File: config.mk
export PLATFORM = sky130hd
export DESIGN_NAME = uart_var_rx_frame_flat
export DESIGN_NICKNAME = d
export VERILOG_FILES = /design/src/rtl/uart_var_rx_frame_if.sv /design/src/rtl/uart_var_rx_frame.sv /design/src/flat_wrapper.sv
export SDC_FILE = /design/constraint.sdc
export NUM_CORES = 1
export LEC_CHECK = 0
export BUFFER_PORTS_ARGS = -buffer_cell sky130_fd_sc_hd__buf_2
export CAP_MARGIN = 5
export CORE_MARGIN = 2
export CORE_UTILIZATION = 45
export DETAILED_ROUTE_END_ITERATION = 8
export PLACE_DENSITY = 0.76
export REMOVE_ABC_BUFFERS = 1
export SYNTH_ARGS = -nofsm -noshare
export SYNTH_HDL_FRONTEND = slang
export SYNTH_SLANG_ARGS = --single-unit
File: constraint.sdc
create_clock -name clk -period 3 [get_ports clk]
set_input_delay 0.45 -clock clk [delete_from_list [all_inputs] [get_ports clk]]
set_output_delay 0.45 -clock clk [all_outputs]
set_load 0.05 [all_outputs]
File: src/rtl/uart_var_rx_frame_if.sv
`default_nettype none
// ============================================================================
//  Module      : uart_var_rx_frame_if
//  Description : Serial-line / received-byte bundle for the variable-baud
//                UART frame receiver. The master drives the line and the bit
//                period; the slave (receiver) returns the byte and strobes.
//  Revision    : 1.0 - initial release
// ============================================================================
interface uart_var_rx_frame_if #(
    parameter int DIV_WIDTH = 16,
    parameter int DATA_BITS = 8
);
    logic                 rx;
    logic [DIV_WIDTH-1:0] baud_div;
    logic [DATA_BITS-1:0] rx_data;
    logic                 rx_valid;
    logic                 frame_err;
    logic                 busy;

    modport master (
        output rx,
        output baud_div,
        input  rx_data,
        input  rx_valid,
        input  frame_err,
        input  busy
    );

    modport slave (
        input  rx,
        input  baud_div,
        output rx_data,
        output rx_valid,
        output frame_err,
        output busy
    );
endinterface
`default_nettype wire

File: src/rtl/uart_var_rx_frame.sv
`default_nettype none
// ============================================================================
//  Module      : uart_var_rx_frame
//  Description : Variable-baud 8N1-style UART frame receiver. Synchronises the
//                raw line, detects the start edge, samples each bit at its
//                midpoint using a latched runtime bit period, and emits the
//                byte with a one-cycle valid strobe or a framing-error strobe.
//  Revision    : 1.0 - initial release
// ============================================================================
module uart_var_rx_frame #(
    parameter int DIV_WIDTH = 16,
    parameter int DATA_BITS = 8
) (
    input  logic               clk,
    input  logic               rst,
    uart_var_rx_frame_if.slave bus
);
    localparam int                   BIT_W    = (DATA_BITS > 1) ? $clog2(DATA_BITS) : 1;
    localparam logic [DIV_WIDTH-1:0] MIN_DIV  = DIV_WIDTH'(4);
    localparam logic [DIV_WIDTH-1:0] DIV_ONE  = DIV_WIDTH'(1);
    localparam logic [BIT_W-1:0]     LAST_BIT = BIT_W'(DATA_BITS - 1);
    localparam logic [BIT_W-1:0]     BIT_ONE  = BIT_W'(1);

    typedef enum logic [2:0] {
        S_IDLE  = 3'd0,
        S_START = 3'd1,
        S_DATA  = 3'd2,
        S_STOP  = 3'd3,
        S_BREAK = 3'd4
    } state_t;

    state_t               state_q;
    logic                 rx_meta_q;
    logic                 rx_s_q;
    logic                 rx_prev_q;
    logic [DIV_WIDTH-1:0] div_q;
    logic [DIV_WIDTH-1:0] cnt_q;
    logic [BIT_W-1:0]     bit_q;
    logic [DATA_BITS-1:0] shift_q;
    logic [DATA_BITS-1:0] rx_data_q;
    logic                 rx_valid_q;
    logic                 frame_err_q;
    logic                 busy_q;

    logic [DIV_WIDTH-1:0] div_d;
    logic [DIV_WIDTH-1:0] cnt_start_d;
    logic                 start_d;
    logic                 sample_d;

    // Effective period (clamped to 4), half-bit preload, start edge and sample point.
    always_comb begin
        div_d       = (bus.baud_div < MIN_DIV) ? MIN_DIV : bus.baud_div;
        cnt_start_d = (div_d >> 1) - DIV_ONE;
        start_d     = (state_q == S_IDLE) && !rx_s_q && rx_prev_q;
        sample_d    = (cnt_q == '0);
    end

    // Two-flop synchroniser plus one flop of edge history, all idling high.
    always_ff @(posedge clk or posedge rst) begin
        if (rst) begin
            rx_meta_q <= 1'b1;
            rx_s_q    <= 1'b1;
            rx_prev_q <= 1'b1;
        end else begin
            rx_meta_q <= bus.rx;
            rx_s_q    <= rx_meta_q;
            rx_prev_q <= rx_s_q;
        end
    end

    // Frame FSM with bit timer; strobes default low and pulse for one cycle.
    always_ff @(posedge clk or posedge rst) begin
        if (rst) begin
            state_q     <= S_IDLE;
            div_q       <= MIN_DIV;
            cnt_q       <= '0;
            bit_q       <= '0;
            shift_q     <= '0;
            rx_data_q   <= '0;
            rx_valid_q  <= 1'b0;
            frame_err_q <= 1'b0;
            busy_q      <= 1'b0;
        end else begin
            rx_valid_q  <= 1'b0;
            frame_err_q <= 1'b0;

            // Modulo bit timer: the zero cycle is the sample point, then reload.
            if (state_q == S_START || state_q == S_DATA || state_q == S_STOP) begin
                cnt_q <= sample_d ? (div_q - DIV_ONE) : (cnt_q - DIV_ONE);
            end

            case (state_q)
                S_IDLE: begin
                    if (start_d) begin
                        // Latch the period so mid-frame baud changes are ignored.
                        div_q   <= div_d;
                        cnt_q   <= cnt_start_d;
                        state_q <= S_START;
                        busy_q  <= 1'b1;
                    end
                end
                S_START: begin
                    if (sample_d) begin
                        if (!rx_s_q) begin
                            bit_q   <= '0;
                            state_q <= S_DATA;
                        end else begin
                            // Line went back high before mid-start: glitch.
                            state_q <= S_IDLE;
                            busy_q  <= 1'b0;
                        end
                    end
                end
                S_DATA: begin
                    if (sample_d) begin
                        shift_q <= {rx_s_q, shift_q[DATA_BITS-1:1]};
                        if (bit_q == LAST_BIT) begin
                            state_q <= S_STOP;
                        end else begin
                            bit_q <= bit_q + BIT_ONE;
                        end
                    end
                end
                S_STOP: begin
                    if (sample_d) begin
                        if (rx_s_q) begin
                            rx_data_q  <= shift_q;
                            rx_valid_q <= 1'b1;
                            state_q    <= S_IDLE;
                            busy_q     <= 1'b0;
                        end else begin
                            frame_err_q <= 1'b1;
                            state_q     <= S_BREAK;
                        end
                    end
                end
                S_BREAK: begin
                    // Leave only once the line is high, so the held-low break
                    // cannot look like a fresh falling edge.
                    if (rx_s_q) begin
                        state_q <= S_IDLE;
                        busy_q  <= 1'b0;
                    end
                end
                default: begin
                    state_q <= S_IDLE;
                    busy_q  <= 1'b0;
                end
            endcase
        end
    end

    assign bus.rx_data   = rx_data_q;
    assign bus.rx_valid  = rx_valid_q;
    assign bus.frame_err = frame_err_q;
    assign bus.busy      = busy_q;

endmodule
`default_nettype wire
File: src/flat_wrapper.sv
// flat-port wrapper written by rule: the top's interface ports become plain ports
module uart_var_rx_frame_flat 
#(
    parameter int DIV_WIDTH = 16,
    parameter int DATA_BITS = 8
)
  (clk, rst, bus_rx, bus_baud_div, bus_rx_data, bus_rx_valid, bus_frame_err, bus_busy);
  uart_var_rx_frame_if #(.DIV_WIDTH(DIV_WIDTH), .DATA_BITS(DATA_BITS)) bus_i ();
  input  logic clk;
  input  logic rst;
  input wire logic [$bits(bus_i.rx)-1:0] bus_rx;
  input wire logic [$bits(bus_i.baud_div)-1:0] bus_baud_div;
  output wire logic [$bits(bus_i.rx_data)-1:0] bus_rx_data;
  output wire logic [$bits(bus_i.rx_valid)-1:0] bus_rx_valid;
  output wire logic [$bits(bus_i.frame_err)-1:0] bus_frame_err;
  output wire logic [$bits(bus_i.busy)-1:0] bus_busy;
  assign bus_i.rx = bus_rx;
  assign bus_i.baud_div = bus_baud_div;
  assign bus_rx_data = bus_i.rx_data;
  assign bus_rx_valid = bus_i.rx_valid;
  assign bus_frame_err = bus_i.frame_err;
  assign bus_busy = bus_i.busy;
  uart_var_rx_frame #(.DIV_WIDTH(DIV_WIDTH), .DATA_BITS(DATA_BITS)) u_core (.clk(clk), .rst(rst), .bus(bus_i));
endmodule
==> results of run 1 <==
metrics by stage:
step	worst slack [ns]	hold slack, ns	total power [µW]	cell area [µm²]	cells
2_1_floorplan	0.273	0.345	1570	3420	359
3_3_place_gp	0.264	0.346	1780	3820	505
3_5_place_dp	0.162	0.347	1800	3820	505
4_1_cts	0.268	0.185	2610	4030	521
5_1_grt	0.0871	0.193	2750	4030	521
6_report	0.254	0.183	2620	4030	521
layout by cell type, fill, tap and decap left out, drive strengths merged, types with 6 or more instances in the layout:
master  count
buf        44
nor3       16
a21oi      23
mux2       15
o22ai       6
nand3      13
nand2      61
nor4       13
xnor2      11
o21ai      19
nor2       30
dfrtp      56
clkbuf     11
final timing paths:
check / endpoint / startpoint / slack, ns / depth (start not counted)
max: u_core.cnt_q[14] / u_core.cnt_q[8] / 0.25 / 11
min: u_core.bus.rx_data[2] / rst / 0.18 / 2
max reg2reg: u_core.cnt_q[14] / u_core.cnt_q[8] / 0.25 / 11
min reg2reg: u_core.rx_s_q / u_core.rx_meta_q / 0.36 / 0
max in group asynchronous: u_core.div_q[2] / rst / 2.14 / 3
min in group clk: u_core.rx_meta_q / bus_rx / 0.19 / 1
where the power goes:
group / total (µW) / switching (µW) / internal, µW
sequential: 1170 / 215 / 955
combinational: 644 / 361 / 283
clock: 803 / 338 / 465
total: 2620 / 913 / 1700
cells by family after synthesis:
group                      synth area share [%]
xor gates and xnor gates                   3.48
muxes                                      6.79
adders and majority gates                  1.78
buffers and inverters                      3.34
AOI/OAI and AO/OA                          17.4
and+or+nand+nor                            24.4
DFF                                        42.8
cell usage after synthesis, types with 5 or more instances:
cell type	n
sky130_fd_sc_hd__nor3_1	16
sky130_fd_sc_hd__ha_1	5
sky130_fd_sc_hd__mux2_4	8
sky130_fd_sc_hd__nand3_1	13
sky130_fd_sc_hd__mux2_2	7
sky130_fd_sc_hd__nand2_1	60
sky130_fd_sc_hd__clkbuf_1	15
sky130_fd_sc_hd__or3_1	5
sky130_fd_sc_hd__dfrtp_1	56
sky130_fd_sc_hd__inv_1	5
sky130_fd_sc_hd__nor2_1	29
sky130_fd_sc_hd__o21ai_0	19
sky130_fd_sc_hd__a21oi_1	23
sky130_fd_sc_hd__xnor2_1	11
sky130_fd_sc_hd__nor4_1	8
sky130_fd_sc_hd__o22ai_1	6
flip-flops by register name (all words and copies together), names as in the netlist:
name / count
u_core.rx_meta_q: 1
u_core.state_q: 3
u_core.rx_s_q: 1
u_core.bus.rx_valid: 1
u_core.shift_q: 8
u_core.bit_q: 3
u_core.bus.rx_data: 8
u_core.rx_prev_q: 1
u_core.bus.frame_err: 1
u_core.bus.busy: 1
u_core.cnt_q: 16
u_core.div_q: 16
metal layers:
layer	part of all wire (%)	global-route usage, %	vias to the layer above
li1	-	-	1457
met1	44	30.9	1500
met2	46	32.7	139
met3	7.3	4.31	26
met4	3.0	9.20	0
met5	0	0	-
critical path, stage by stage, from the launching register on:
cell	delay [ns]
sky130_fd_sc_hd__dfrtp_1	0.50
sky130_fd_sc_hd__nor4_4	0.11
sky130_fd_sc_hd__nand4_4	0.12
sky130_fd_sc_hd__nor2_4	0.05
sky130_fd_sc_hd__a21oi_1	0.19
sky130_fd_sc_hd__ha_1	0.20
sky130_fd_sc_hd__or3b_2	0.52
sky130_fd_sc_hd__nor3_1	0.20
sky130_fd_sc_hd__o31a_1	0.20
sky130_fd_sc_hd__o2111a_1	0.21
sky130_fd_sc_hd__mux2i_1	0.07
sky130_fd_sc_hd__a221o_1	0.26
area by class of cell:
class,instances,area [µm²],share of cell area [%]
Clock inverter,5,77.6,1.92
Clock buffer,11,131,3.26
Tap cell,102,128,3.17
Inverter,5,18.8,0.466
Sequential cell,60,1510,37.4
Multi-Input combinational cell,294,1900,47.1
Timing Repair Buffer,44,270,6.71
==> results list, run 1 <==
- Peak ir drop on the vdd network: 0.302 mV
- The initial utilization of the core area, before any placement, comes to 46.1%.
* Result of the run: complete, no violations
- H-tree Lvls: 3
- In this run the mean area of a mapped cell was 9.24 µm².
- I/O pin count: 30
- Pre-antenna DRT Iters: 5
- Portion of the post-synthesis area used by sequential elements: 42.8%
- Number of nets in the layout: 438
* # resized after CTS: 0
- Area of the core: 0.00765 mm²
- 0 antenna diodes ended up in the layout.
- Dominant register cell in the synthesized netlist: sky130_fd_sc_hd__dfrtp_1
- Area of the die: 0.00855 mm²
- CP Data Required Time: 3.24 ns
- Endpoint class of the critical path: register
- The number of slew-limit violations in the final report was 0.
* Library cell occupying the most area in the post-synthesis netlist: sky130_fd_sc_hd__dfrtp_1
- TritonCTS built the clock tree.
- Across all layers, the routed design uses 3122 vias.
- Placed wire-length estimate: 6220 µm
- In the final routed layout, each cell accounts on average for 16.9 µm.
* RePlAce Congestion: 0.948
* Share of cells above drive strength 1: 22.0%
- Vias in the first global route: 2923
- Port buffer count: 29
- Flip-flop and latch count after synthesis: 60
* CTS Sinks: 60
- Fill cell total of the finished layout: 675
- In this run the static leakage power is 0.00185 µW.
* Largest fanout on the critical path: 7
- Synthesis Warnings: 0
- Final min period: 2.75 ns
* Aggregate routed wire length: 8780 µm
* Tightest Pin Transition: 0.682 ns
- Clock skew on the completed layout was measured at 0.00866 ns.
- The die is 92.5 µm wide.
- From synthesis to final layout, the design area changed by 14.4%.
* Remaining max-slew budget at the tightest pin: 54.1%
- In this run the biggest area consumer among cell types represents 39.8% of the synthesized area.
* Startpoint class of the critical path: register
* Max frequency: 0.364 GHz
- Wire length of the first global-routing pass: 14700 µm
- Post-cts hold buffer count: 0
- At the later pin of the worst-skew pair, clock insertion delay measures 0.35 ns.
- Setup violations remaining at the end of the flow were counted as 0.
- The total overflow left after global routing is 0.
- Yosys mapped the design onto 63 distinct sky130hd cell types.
- Vertical die dimension: 92.5 µm
* Antenna violations before repair: 0
- Number of enable flip-flop cells after synthesis: 0
- Adding up every negative setup slack in the final design gives 0 ns.
* CP arrival: 2.98 ns
* Type of the setup path with the least slack: reg2reg
- Hold WC Path Type: in2async
- Final hold violation count: 0
* Largest net degree at the start of global routing: 33
- After technology mapping, the gate count stands at 381.
* Clk buf depth: 2
- First DRT Iteration DRCs: 275
- DRC violations left: 0
- Count of standard-cell rows: 32
* Antenna viol nets, final: 0
- Across the run, the number of max-cap violations was 0.
- In the global route stage, overall resource usage came out at 21.8%.
- Post-synthesis instance area: 0.00352 mm²
- Power per Cell Area: 649 mW/mm²
* CTS buffer count: 9
- Buffer cell driving the clock tree root: sky130_fd_sc_hd__clkbuf_8
* Unrepaired setup endpoints after global routing: false
- Fraction of synthesis flops using an asynchronous set or reset pin: 100%
- Using the TritonRoute via totals, the vias-per-cell ratio works out to 5.99.
* Setup Fix Bufs, Post-CTS: 0
- After layout, the worst path uses 91.5% of the clock period.
* Clk slew on worst S/H paths: 0.07 ns
* Leading post-synthesis cells by cell area: sky130_fd_sc_hd__dfrtp_1 40%, sky130_fd_sc_hd__nand2_1 6.4%, sky130_fd_sc_hd__mux2_4 3.4%, sky130_fd_sc_hd__a21oi_1 3.3%, sky130_fd_sc_hd__nor2_1 3.1%
- Once layout is complete, the utilization of the core stands at 52.7%.
Note: power is estimated with default switching activity, not from simulation.
==> run 2: changes to the inputs <==
--- a/config.mk
+++ b/config.mk
@@ -7,6 +7,7 @@
 export LEC_CHECK = 0
 export BUFFER_PORTS_ARGS = -buffer_cell sky130_fd_sc_hd__buf_2
 export CAP_MARGIN = 5
+export CORE_ASPECT_RATIO = 0.9
 export CORE_MARGIN = 2
 export CORE_UTILIZATION = 45
 export DETAILED_ROUTE_END_ITERATION = 8
==> run 2 against run 1 <==
Against the previous run: cell count fell by 1.3%; clock skew fell by 0.0019 ns; critical path type unchanged; worst hold slack got worse by 0.023 ns; highest routed layer unchanged; first-iteration DRC count fell by 0.36%; sequential power barely moved; largest cell class unchanged; maximum frequency fell by 4.0%; critical path depth fell by 2; largest power group unchanged.
==> results list, run 2 (synthesized netlist as in run 1, its figures left out) <==
- The initial antenna violation count was 0 (unchanged).
- The data arrival time at the worst-slack endpoint came to 3.08 ns (+0.10 ns).
- The worst slack on hold paths came to 0.160 ns (-0.0234 ns).
- Most common cell after layout, fill and taps aside: sky130_fd_sc_hd__nand2_1
- The placer congestion estimate is 0.905 (-4.5%).
- The fraction of power consumed by sequential logic came to 44.5% (-0.2 points).
- Largest fanout on the critical path: 8 (+1)
- Slew Viols, Final: 0 (unchanged)
* Wire length of the first global-routing pass: 14900 µm (+1.1%)
- Setup repair after global routing left no endpoint under its margin.
- The die area is 0.00855 mm² (about the same).
- The power share of the clock group is 31.4% (+0.7 points).
- Diodes inserted: 0 (unchanged)
- The actual transition at the worst max-transition pin was 0.746 ns (+0.0636 ns).
- Design Area, Final: 0.00403 mm² (about the same)
- The share of the core filled with cells in the final layout is 53.2% (+0.47 points).
* Setup-failing EPs final: 0 (unchanged)
- The clock slew at the register clock pins of the worst setup and hold paths was 0.07 ns (about the same).
* Aggregate routed wire length: 9080 µm (+3.5%)
* Total GRT Usage: 22.0% (+0.20 points)
* First DRT Iteration DRCs: 274 (-0.36%)
- Area of the core: 0.00758 mm² (-0.85%)
- Buffer cell driving the clock tree root: sky130_fd_sc_hd__clkbuf_8
* TritonCTS clock tree: done
- The final count of hold timing violations came to 0 (unchanged).
- The library cells used most frequently in the layout, excluding fill and tap cells, are 60 x sky130_fd_sc_hd__nand2_1, 56 x sky130_fd_sc_hd__dfrtp_1, 29 x sky130_fd_sc_hd__nor2_1, 29 x sky130_fd_sc_hd__buf_2, 23 x sky130_fd_sc_hd__a21oi_1.
* Port buffer count: 29 (unchanged)
- The fraction of power consumed by combinational cells is 24.1% (-0.5 points).
* Largest net degree at the start of global routing: 61 (+85%)
- The clock insertion delay at the later pin of the skew report came to 0.35 ns (about the same).
- The count of nets left with antenna violations after detail routing came to 0 (unchanged).
* CP Data Required Time: 3.22 ns (-0.02 ns)
* # resized after CTS: 0 (unchanged)
* Largest clock skew in the final design: 0.00678 ns (-0.00189 ns)
- Starting density of the core: 46.5% (+0.40 points)
- The net switching fraction of the power came to 35.2% (+0.26 points).
* Internal power summed over all cells: 1720 µW (+1.2%)
- Switching power: 935 µW (+2.4%)
- Max-Cap Viols: 0 (unchanged)
- Post-cts hold buffer count: 0 (unchanged)
- The number of H-tree levels was 3 (unchanged).
- Cell area after placement: 0.00381 mm² (-0.39%)
- Post-route setup TNS: 0 ns (unchanged)
* Startpoint class of the critical path: register
- Number of nets in the layout: 437 (-0.23%)
- The count of buffers added by post-CTS timing repair for setup is 0 (unchanged).
- The tightest min-delay check is of the in2async type.
* Part of the cycle the worst path needs: 95.4% (+3.8 points)
- The growth of design area from synthesis to finish is 14.5% (about the same).
- The worst setup path is of the reg2reg kind.
* Power per Cell Area: 660 mW/mm² (+1.6%)
* Share of cells above drive strength 1: 22.2% (+0.29 points)
- The worst-case register-to-register setup slack came to 0.14 ns (-0.11 ns).
* CTS Sinks: 60 (unchanged)
* Vertical die dimension: 87.9 µm (-4.9%)
- Peak ir drop on the vdd network: 0.308 mV (+1.9%)
* Overflow left after global routing: 0 (unchanged)
- The largest buffer count on any clock path was 2 (unchanged).
- Count of standard-cell rows: 30 (-6.3%)
* Lkg Pwr: 0.00186 µW (+0.50%)
- Die extent in x: 97.3 µm (+5.2%)
- The number of vias after detailed routing came to 3133 (+0.35%).
- Vias in the first global route: 2884 (-1.3%)
- The via density per instance was 6.10 (+1.7%).
- The detailed-router iteration count before antenna repair came to 7 (+2).
- Max frequency: 0.350 GHz (-4.0%)
- Result of the run: complete, no violations
- The shortest period the worst path allows is 2.86 ns (+0.115 ns).
- The count of unresolved DRC violations after routing is 0 (unchanged).
- The number of buffers added by the clock tree synthesis step was 9 (unchanged).
- The largest registers in the layout are u_core.cnt_q x16, u_core.div_q x16.
* Endpoint class of the critical path: register
- I/O pin count: 30 (unchanged)
- Remaining max-slew budget at the tightest pin: 50.1% (-4.0 points)
- The HPWL after detailed placement came to 6180 µm (-0.65%).
- WL per Instance: 17.7 µm (+4.9%)
run 2: critical path, stage by stage (launching register included):
cell and delay [ns]:
sky130_fd_sc_hd__dfrtp_1 0.51, sky130_fd_sc_hd__or3_1 0.22, sky130_fd_sc_hd__nor2_4 0.06, sky130_fd_sc_hd__a21oi_1 0.20, sky130_fd_sc_hd__ha_1 0.21, sky130_fd_sc_hd__or3b_2 0.53
sky130_fd_sc_hd__nor2_1 0.21, sky130_fd_sc_hd__o211ai_1 0.24, sky130_fd_sc_hd__a2111oi_2 0.42, sky130_fd_sc_hd__o22ai_1 0.13
run 2: cell type report:
cell class,instances,area [µm²]
Clock buffer,10,138
Clock inverter,6,87.6
Fill cell,687,3550
Inverter,5,18.8
Multi-Input combinational cell,294,1900
Sequential cell,60,1510
Tap cell,96,120
Timing Repair Buffer,43,263
run 2: path summary, 6_finish.rpt:
path,start,end,cells after the start
max in group asynchronous,rst,u_core.rx_meta_q,3
hold / removal,rst,u_core.shift_q[1],3
min in group clk,bus_rx,u_core.rx_meta_q,1
setup reg to reg,u_core.cnt_q[4],u_core.cnt_q[12],9
hold reg to reg,u_core.rx_meta_q,u_core.rx_s_q,0
setup / recovery,u_core.cnt_q[4],u_core.cnt_q[12],9
run 2: metal layers:
metal	track usage [%]	part of all wire, %	up-vias	wire, µm
met2	34.4	46	153	4140
met4	10.1	2.0	0	183
met1	30.8	45	1509	4110
li1	-	-	1455	-
met3	3.27	7.2	16	658
met5	0	0	-	0
run 2: metrics by stage:
step / worst slack, ns / cells / total power (µW)
after detailed placement: 0.193 / 498 / 1800
after global placement: 0.252 / 498 / 1770
final: 0.139 / 514 / 2660
after global routing: 0.0539 / 514 / 2800
after CTS: 0.187 / 514 / 2650
after floorplan: 0.273 / 359 / 1570
run 2: power by group through the flow:
stage,clock network (µW),logic (µW),registers [µW]
CTS,847,631,1170
global route,887,716,1200
finish,834,642,1180
global placement,0,598,1170
detailed placement,0,619,1180
floorplan,0,436,1140
